==> config.mk <==
export PLATFORM = sky130hd
export DESIGN_NAME = decode_cycle
export DESIGN_NICKNAME = d
export VERILOG_FILES = /design/src/rtl/riscv_pkg.sv /design/src/rtl/decode_cycle_register_file.sv /design/src/rtl/decode_cycle.sv
export SDC_FILE = /design/constraint.sdc
export NUM_CORES = 2
export LEC_CHECK = 0
export ABC_CLOCK_PERIOD_IN_PS = 1500
export BUFFER_PORTS_ARGS = -buffer_cell sky130_fd_sc_hd__clkbuf_2
export CAP_MARGIN = 40
export CORE_MARGIN = 4
export CORE_UTILIZATION = 32
export DETAILED_ROUTE_END_ITERATION = 12
export PLACE_DENSITY = 0.58
export SLEW_MARGIN = 15
export SYNTH_ARGS = -nofsm -noshare
export SYNTH_HDL_FRONTEND = slang
export SYNTH_SLANG_ARGS = --single-unit
==> constraint.sdc <==
create_clock -name clk -period 1.5 [get_ports clk]
set_input_delay 0.375 -clock clk [delete_from_list [all_inputs] [get_ports clk]]
set_output_delay 0.375 -clock clk [all_outputs]
set_load 0.005 [all_outputs]
==> src/rtl/riscv_pkg.sv <==
// Shared RV32I decode definitions: opcodes, ALU/result codes, immediate
// formats and the ID/EX pipeline payload.
package riscv_pkg;

  localparam int unsigned XLEN   = 32;
  localparam int unsigned NREGS  = 32;
  localparam int unsigned REG_AW = 5;

  localparam logic [6:0] OP_LW  = 7'b0000011;
  localparam logic [6:0] OP_SW  = 7'b0100011;
  localparam logic [6:0] OP_R   = 7'b0110011;
  localparam logic [6:0] OP_I   = 7'b0010011;
  localparam logic [6:0] OP_BEQ = 7'b1100011;
  localparam logic [6:0] OP_JAL = 7'b1101111;

  localparam logic [2:0] ALU_ADD = 3'b000;
  localparam logic [2:0] ALU_SUB = 3'b001;
  localparam logic [2:0] ALU_AND = 3'b010;
  localparam logic [2:0] ALU_OR  = 3'b011;
  localparam logic [2:0] ALU_SLT = 3'b101;

  localparam logic [1:0] RES_ALU = 2'b00;
  localparam logic [1:0] RES_MEM = 2'b01;
  localparam logic [1:0] RES_PC4 = 2'b10;

  typedef enum logic [1:0] {IMM_I, IMM_S, IMM_B, IMM_J} imm_src_e;

  typedef struct packed {
    logic              reg_write;
    logic              mem_write;
    logic [1:0]        result_src;
    logic              alu_src;
    logic [2:0]        alu_ctrl;
    logic              branch;
    logic              jump;
    logic [XLEN-1:0]   rd1;
    logic [XLEN-1:0]   rd2;
    logic [XLEN-1:0]   imm;
    logic [REG_AW-1:0] rs1;
    logic [REG_AW-1:0] rs2;
    logic [REG_AW-1:0] rd;
    logic [XLEN-1:0]   pc;
    logic [XLEN-1:0]   pc_plus4;
  } idex_t;

  // sub_en is only set for R-type, where funct7[5] selects subtract
  function automatic logic [2:0] alu_decode(input logic [2:0] funct3, input logic sub_en);
    logic [2:0] op;
    case (funct3)
      3'b000:  op = sub_en ? ALU_SUB : ALU_ADD;
      3'b010:  op = ALU_SLT;
      3'b110:  op = ALU_OR;
      3'b111:  op = ALU_AND;
      default: op = ALU_ADD;
    endcase
    return op;
  endfunction

endpackage

==> src/rtl/decode_cycle_register_file.sv <==
// 32x32 register file: two async reads, one sync write, x0 hard-wired to 0.
// Optional write-through bypass under DECODE_BYPASS_EN.
module register_file
  import riscv_pkg::*;
(
  input  logic              clk,
  input  logic              rst_n,
  input  logic [REG_AW-1:0] raddr1_i,
  input  logic [REG_AW-1:0] raddr2_i,
  input  logic              we_i,
  input  logic [REG_AW-1:0] waddr_i,
  input  logic [XLEN-1:0]   wdata_i,
  output logic [XLEN-1:0]   rdata1_o_c,
  output logic [XLEN-1:0]   rdata2_o_c
);

  logic [XLEN-1:0] regs_q [NREGS];
  logic            wr_en;

  assign wr_en = we_i && (waddr_i != '0);

  always_ff @(posedge clk or negedge rst_n) begin
    if (!rst_n) begin
      for (int i = 0; i < int'(NREGS); i++) regs_q[i] <= '0;
    end else if (wr_en) begin
      regs_q[waddr_i] <= wdata_i;
    end
  end

  always_comb begin
    rdata1_o_c = '0;
    rdata2_o_c = '0;
    if (raddr1_i != '0) rdata1_o_c = regs_q[raddr1_i];
    if (raddr2_i != '0) rdata2_o_c = regs_q[raddr2_i];
`ifdef DECODE_BYPASS_EN
    // write-through: the value being written this cycle is visible now
    if (wr_en && (waddr_i == raddr1_i)) rdata1_o_c = wdata_i;
    if (wr_en && (waddr_i == raddr2_i)) rdata2_o_c = wdata_i;
`endif
  end

endmodule

==> src/rtl/decode_cycle.sv <==
// RV32I decode stage: control decode, register read, immediate extend,
// registered into ID/EX. Optional WB->ID bypass: DECODE_BYPASS_EN.
module decode_cycle
  import riscv_pkg::*;
(
  input  logic              clk,
  input  logic              rst,
  input  logic [XLEN-1:0]   InstrD,
  input  logic [XLEN-1:0]   PCD,
  input  logic [XLEN-1:0]   PCPlus4D,
  input  logic              RegWriteW,
  input  logic [REG_AW-1:0] RDW,
  input  logic [XLEN-1:0]   ResultW,
  input  logic              FlushE,
  output logic              RegWriteE,
  output logic              MemWriteE,
  output logic [1:0]        ResultSrcE,
  output logic              ALUSrcE,
  output logic [2:0]        ALUControlE,
  output logic              BranchE,
  output logic              JumpE,
  output logic [XLEN-1:0]   RD1E,
  output logic [XLEN-1:0]   RD2E,
  output logic [XLEN-1:0]   ImmExtE,
  output logic [REG_AW-1:0] RS1E,
  output logic [REG_AW-1:0] RS2E,
  output logic [REG_AW-1:0] RDE,
  output logic [XLEN-1:0]   PCE,
  output logic [XLEN-1:0]   PCPlus4E
);

  logic [XLEN-1:0] rd1, rd2, imm_ext;
  imm_src_e        imm_src;
  idex_t           idex_d, idex_q;

  register_file u_rf (
    .clk        (clk),
    .rst_n      (rst),
    .raddr1_i   (InstrD[19:15]),
    .raddr2_i   (InstrD[24:20]),
    .we_i       (RegWriteW),
    .waddr_i    (RDW),
    .wdata_i    (ResultW),
    .rdata1_o_c (rd1),
    .rdata2_o_c (rd2)
  );

  // Control decode; unknown opcodes leave every control bit at 0
  always_comb begin
    idex_d  = '0;
    imm_src = IMM_I;
    case (InstrD[6:0])
      OP_LW: begin
        idex_d.reg_write  = 1'b1;
        idex_d.alu_src    = 1'b1;
        idex_d.result_src = RES_MEM;
      end
      OP_SW: begin
        idex_d.mem_write = 1'b1;
        idex_d.alu_src   = 1'b1;
        imm_src          = IMM_S;
      end
      OP_R: begin
        idex_d.reg_write = 1'b1;
        idex_d.alu_ctrl  = alu_decode(InstrD[14:12], InstrD[30]);
      end
      OP_I: begin
        idex_d.reg_write = 1'b1;
        idex_d.alu_src   = 1'b1;
        idex_d.alu_ctrl  = alu_decode(InstrD[14:12], 1'b0);
      end
      OP_BEQ: begin
        idex_d.branch   = 1'b1;
        idex_d.alu_ctrl = ALU_SUB;
        imm_src         = IMM_B;
      end
      OP_JAL: begin
        idex_d.jump       = 1'b1;
        idex_d.reg_write  = 1'b1;
        idex_d.result_src = RES_PC4;
        imm_src           = IMM_J;
      end
      default: ;
    endcase
    idex_d.rd1      = rd1;
    idex_d.rd2      = rd2;
    idex_d.imm      = imm_ext;
    idex_d.rs1      = InstrD[19:15];
    idex_d.rs2      = InstrD[24:20];
    idex_d.rd       = InstrD[11:7];
    idex_d.pc       = PCD;
    idex_d.pc_plus4 = PCPlus4D;
    if (FlushE) idex_d = '0;
  end

  always_comb begin
    imm_ext = '0;
    case (imm_src)
      IMM_I: imm_ext = {{20{InstrD[31]}}, InstrD[31:20]};
      IMM_S: imm_ext = {{20{InstrD[31]}}, InstrD[31:25], InstrD[11:7]};
      IMM_B: imm_ext = {{19{InstrD[31]}}, InstrD[31], InstrD[7], InstrD[30:25], InstrD[11:8], 1'b0};
      IMM_J: imm_ext = {{11{InstrD[31]}}, InstrD[31], InstrD[19:12], InstrD[20], InstrD[30:21], 1'b0};
      default: imm_ext = '0;
    endcase
  end

  always_ff @(posedge clk or negedge rst) begin
    if (!rst) idex_q <= '0;
    else      idex_q <= idex_d;
  end

  assign RegWriteE   = idex_q.reg_write;
  assign MemWriteE   = idex_q.mem_write;
  assign ResultSrcE  = idex_q.result_src;
  assign ALUSrcE     = idex_q.alu_src;
  assign ALUControlE = idex_q.alu_ctrl;
  assign BranchE     = idex_q.branch;
  assign JumpE       = idex_q.jump;
  assign RD1E        = idex_q.rd1;
  assign RD2E        = idex_q.rd2;
  assign ImmExtE     = idex_q.imm;
  assign RS1E        = idex_q.rs1;
  assign RS2E        = idex_q.rs2;
  assign RDE         = idex_q.rd;
  assign PCE         = idex_q.pc;
  assign PCPlus4E    = idex_q.pc_plus4;

endmodule

==> results.py <==
metrics = {
    "timing": {
        "worstMarginPinSlew_ps": 697.8,
        "rsz0062_at_grt": "yes",
        "finalSetupViolCount": 199,
        "tns_ps": -32670,
        "slew_violations": 0,
        "clock_skew_ps": 29.12,
        "fin_crit_ps": 1839,
        "slew_headroom": 0.5328,
        "min_period_over_period": 1.226,
        "worst_slack_ps": -339.2,
        "finalHoldViolations": 0,
        "timing.fmax_mhz": 543.7,
    },
    "yosys": {
        "ys_warn_count": 0,
        "async_reset_ff_frac": 1.000,
        "synth_ff_type": "dfrtp_1",
        "avgSynthCellArea_um2": 15.22,
        "synth-edff-count": 0,
        "ys_seq_area_frac": 0.5030,
        "ys_ff_latch": 1197,
        "synthesis.nets": 4049,
        "synthDistinctLibCells": 41,
        "syn_inst": 3912,
        "netlist_area_um2": 59550,
    },
    "clock_network": {
        "root_buffer": "clkbuf_16",
        "clock_path_buffers": 3,
        "cts_buffers": 140,
        "cts_tree": "done",
        "cts.clk_slew.worst_paths_ps": 60,
        "clock_latency_ps": 790,
        "cts.sinks": 1197,
        "h-tree-depth": 4,
    },
    "pwr": {
        "intPower_uw": 72820,
        "power_switching_share": 0.2667,
        "p_per_area_nw_per_um2": 1252,
        "seqPwrFrac": 0.421,
        "p_sw_uw": 26480,
        "pwr-share-comb": 0.229,
        "ir_drop_uv": 1022,
        "power_leakage_uw": 0.03587,
        "p_clk_frac": 0.350,
    },
    "place": {
        "port_buffers": 321,
        "gp_congestion": 0.8816,
        "dpl.hpwl_um": 145800,
        "post-place-ws_ps": -779.7,
    },
    "global_route": {
        "grt_pass1_wl_um": 314500,
        "grt_pass1_vias": 43690,
        "antenna_found_initial": 18,
        "grt_overflow": 0,
        "grt_max_degree": 61,
        "grt_use_total": 0.2222,
    },
    "layout": {
        "drive_gt1_frac": 0.6311,
        "layout_commonest_cell": "dfrtp_1",
        "final_nets": 5114,
        "layout_common_cells": "1,178 x dfrtp_1, 899 x mux2_2, 748 x buf_4",
        "syn2layout_area_growth_pct": 33.14,
        "fillers": 16530,
    },
    "setup_path": {
        "cpMaxStageDelayCell": "dfrtp_2",
        "cpPeakStageDelay_ps": 430,
        "crit_chain": "buf_6 > buf_6",
        "cp_max_fo": 3,
        "crit_top_cell": "buf_6",
        "end_kind": "primary output",
        "critPathLaunchType": "register",
        "required_ps": 1120,
        "cp_data_arrival_time_ps": 1460,
        "critPathKind": "reg -> out",
    },
    "floorplan": {
        "core-area_um2": 185200,
        "dieHeight_um": 439.4,
        "initial_utilization": 0.3215,
        "rows": 158,
        "dieArea_um2": 193100,
        "ios": 322,
        "die_w_um": 439.4,
    },
    "worst_hold_path": {
        "hold_path_class": "in -> reg",
    },
    "detailed_routing": {
        "wl_per_cell_um": 28.53,
        "first_pass_iters": 5,
        "drt_iter0_markers": 3138,
        "drtAntennaViolNets": 0,
        "route.detailed.drc": 0,
        "vias_per_cell": 5.454,
        "vias": 41290,
        "routed_wl_um": 216000,
    },
    "outcome": {
        "failed_checks": "negative setup slack",
        "status": "complete, but fails checks",
    },
    "job": {
        "drv_cap": 0,
    },
}
==> synth_stat cells, types with 18 or more instances <==
| cell type | instances | area [µm²] |
|---|---|---|
| mux2i_1 | 217 | 2172 |
| a211oi_1 | 18 | 135.1 |
| o221ai_1 | 32 | 280.3 |
| buf_1 | 51 | 191.4 |
| buf_4 | 31 | 232.7 |
| a22oi_1 | 39 | 292.8 |
| mux4_2 | 427 | 9617 |
| nor2_1 | 34 | 127.6 |
| dfrtp_1 | 1197 | 29950 |
| buf_2 | 97 | 485.5 |
| o22a_1 | 32 | 280.3 |
| a21oi_1 | 65 | 325.3 |
| o22ai_1 | 68 | 425.4 |
| mux2_2 | 1113 | 12530 |
| clkbuf_1 | 240 | 900.9 |
| a31oi_1 | 23 | 143.9 |
| nand2_1 | 26 | 97.59 |
| o21ai_0 | 18 | 90.09 |
| nor2b_1 | 88 | 550.5 |
==> path summary, 6_finish.rpt <==
kind	from	to	slack, ps	cells past startpoint
setup / recovery	ImmExtE[30]$_DFF_PN0_	ImmExtE[23]	-340	2
max in group asynchronous	rst	ImmExtE[30]$_DFF_PN0_	370	3
setup reg to reg	u_rf.regs_q[393]$_DFFE_PN0P_	RD2E[9]$_DFF_PN0_	-190	4
hold reg to reg	u_rf.regs_q[1021]$_DFFE_PN0P_	u_rf.regs_q[1021]$_DFFE_PN0P_	400	0
min in group asynchronous	rst	PCE[26]$_DFF_PN0_	240	3
hold / removal	InstrD[5]	ResultSrcE[0]$_DFF_PN0_	90	4
==> cell type report <==
| type | instances | area [µm²] | area share |
|---|---|---|---|
| Multi-Input combinational cell | 2278 | 29260 | 0.3691 |
| Timing Repair Buffer | 1356 | 12270 | 0.1547 |
| Sequential cell | 1197 | 29980 | 0.3781 |
| Antenna cell | 5 | 12.51 | 0.0001578 |
| Clock buffer | 205 | 4071 | 0.05135 |
| Clock inverter | 45 | 579.3 | 0.007306 |
| Tap cell | 2480 | 3103 | 0.03914 |
| Inverter | 4 | 15.01 | 0.0001894 |
==> per-stage QoR <==
step | utilization | hold WS [ps] | power, µW | cell area (µm²) | instances
after floorplan | - | 79.41 | 54250 | 61250 | 3912
after global placement | 0.3942 | 232.2 | 63610 | 73010 | 7229
after detailed placement | 0.3942 | 232.1 | 64150 | 73010 | 7229
after CTS | 0.4251 | 29.46 | 99600 | 78750 | 7566
after global routing | 0.4280 | 59.52 | 103600 | 79290 | 7569
final | 0.4280 | 90.85 | 99300 | 79290 | 7570
==> kinds of logic after synthesis <==
family                 synth area share
AOI/OAI and AO/OA               0.03643
buffers and inverters           0.03336
DFF                              0.5030
muxes                            0.4084
and+or+nand+nor                 0.01885
==> worst max-delay path, delay by kind of cell (launching register included) <==
kind / cells / cell delay, ps
DFF: 1 / 430
buffers and inverters: 2 / 250
==> sequential cells by signal (all words and copies together), names as in the netlist <==
register,flops
u_rf.regs_q,1024
RS2E,5
BranchE,1
PCPlus4E,32
ImmExtE,21
RD2E,32
ALUSrcE,1
MemWriteE,1
PCE,32
ResultSrcE,1
RS1E,5
ALUControlE,3
RegWriteE,1
RD1E,32
RDE,5
JumpE,1
==> routing by layer <==
layer  track usage  vias up  share of wire  wire [µm]
li1              -    17110              -          -
met1        0.2945    22250           0.42      90900
met2        0.3605     1528           0.48     102600
met3       0.04244      396          0.064      13900
met4       0.08625        8          0.039       8490
met5             0        -        0.00022         48
==> power by group through the flow <==
stage / Combinational, µW / Sequential (µW) / Clock, µW
floorplan: 13300 / 41000 / 0
global placement: 21600 / 42000 / 0
detailed placement: 22000 / 42200 / 0
CTS: 22400 / 41700 / 35500
global route: 24400 / 42400 / 36800
finish: 22800 / 41800 / 34700
==> what timing repair did <==
| item | 4_1_cts | 5_1_grt |
|---|---|---|
| setup endpoints to repair | 213 | 237 |
| gates resized for setup | 61 | 125 |
| pin swaps | 12 | 35 |
| endpoints found under the hold margin | 1088 | 0 |
| hold buffers | 83 | 0 |
| setup buffers | 14 | 6 |
No activity file was read; power rests on OpenSTA's default activity.
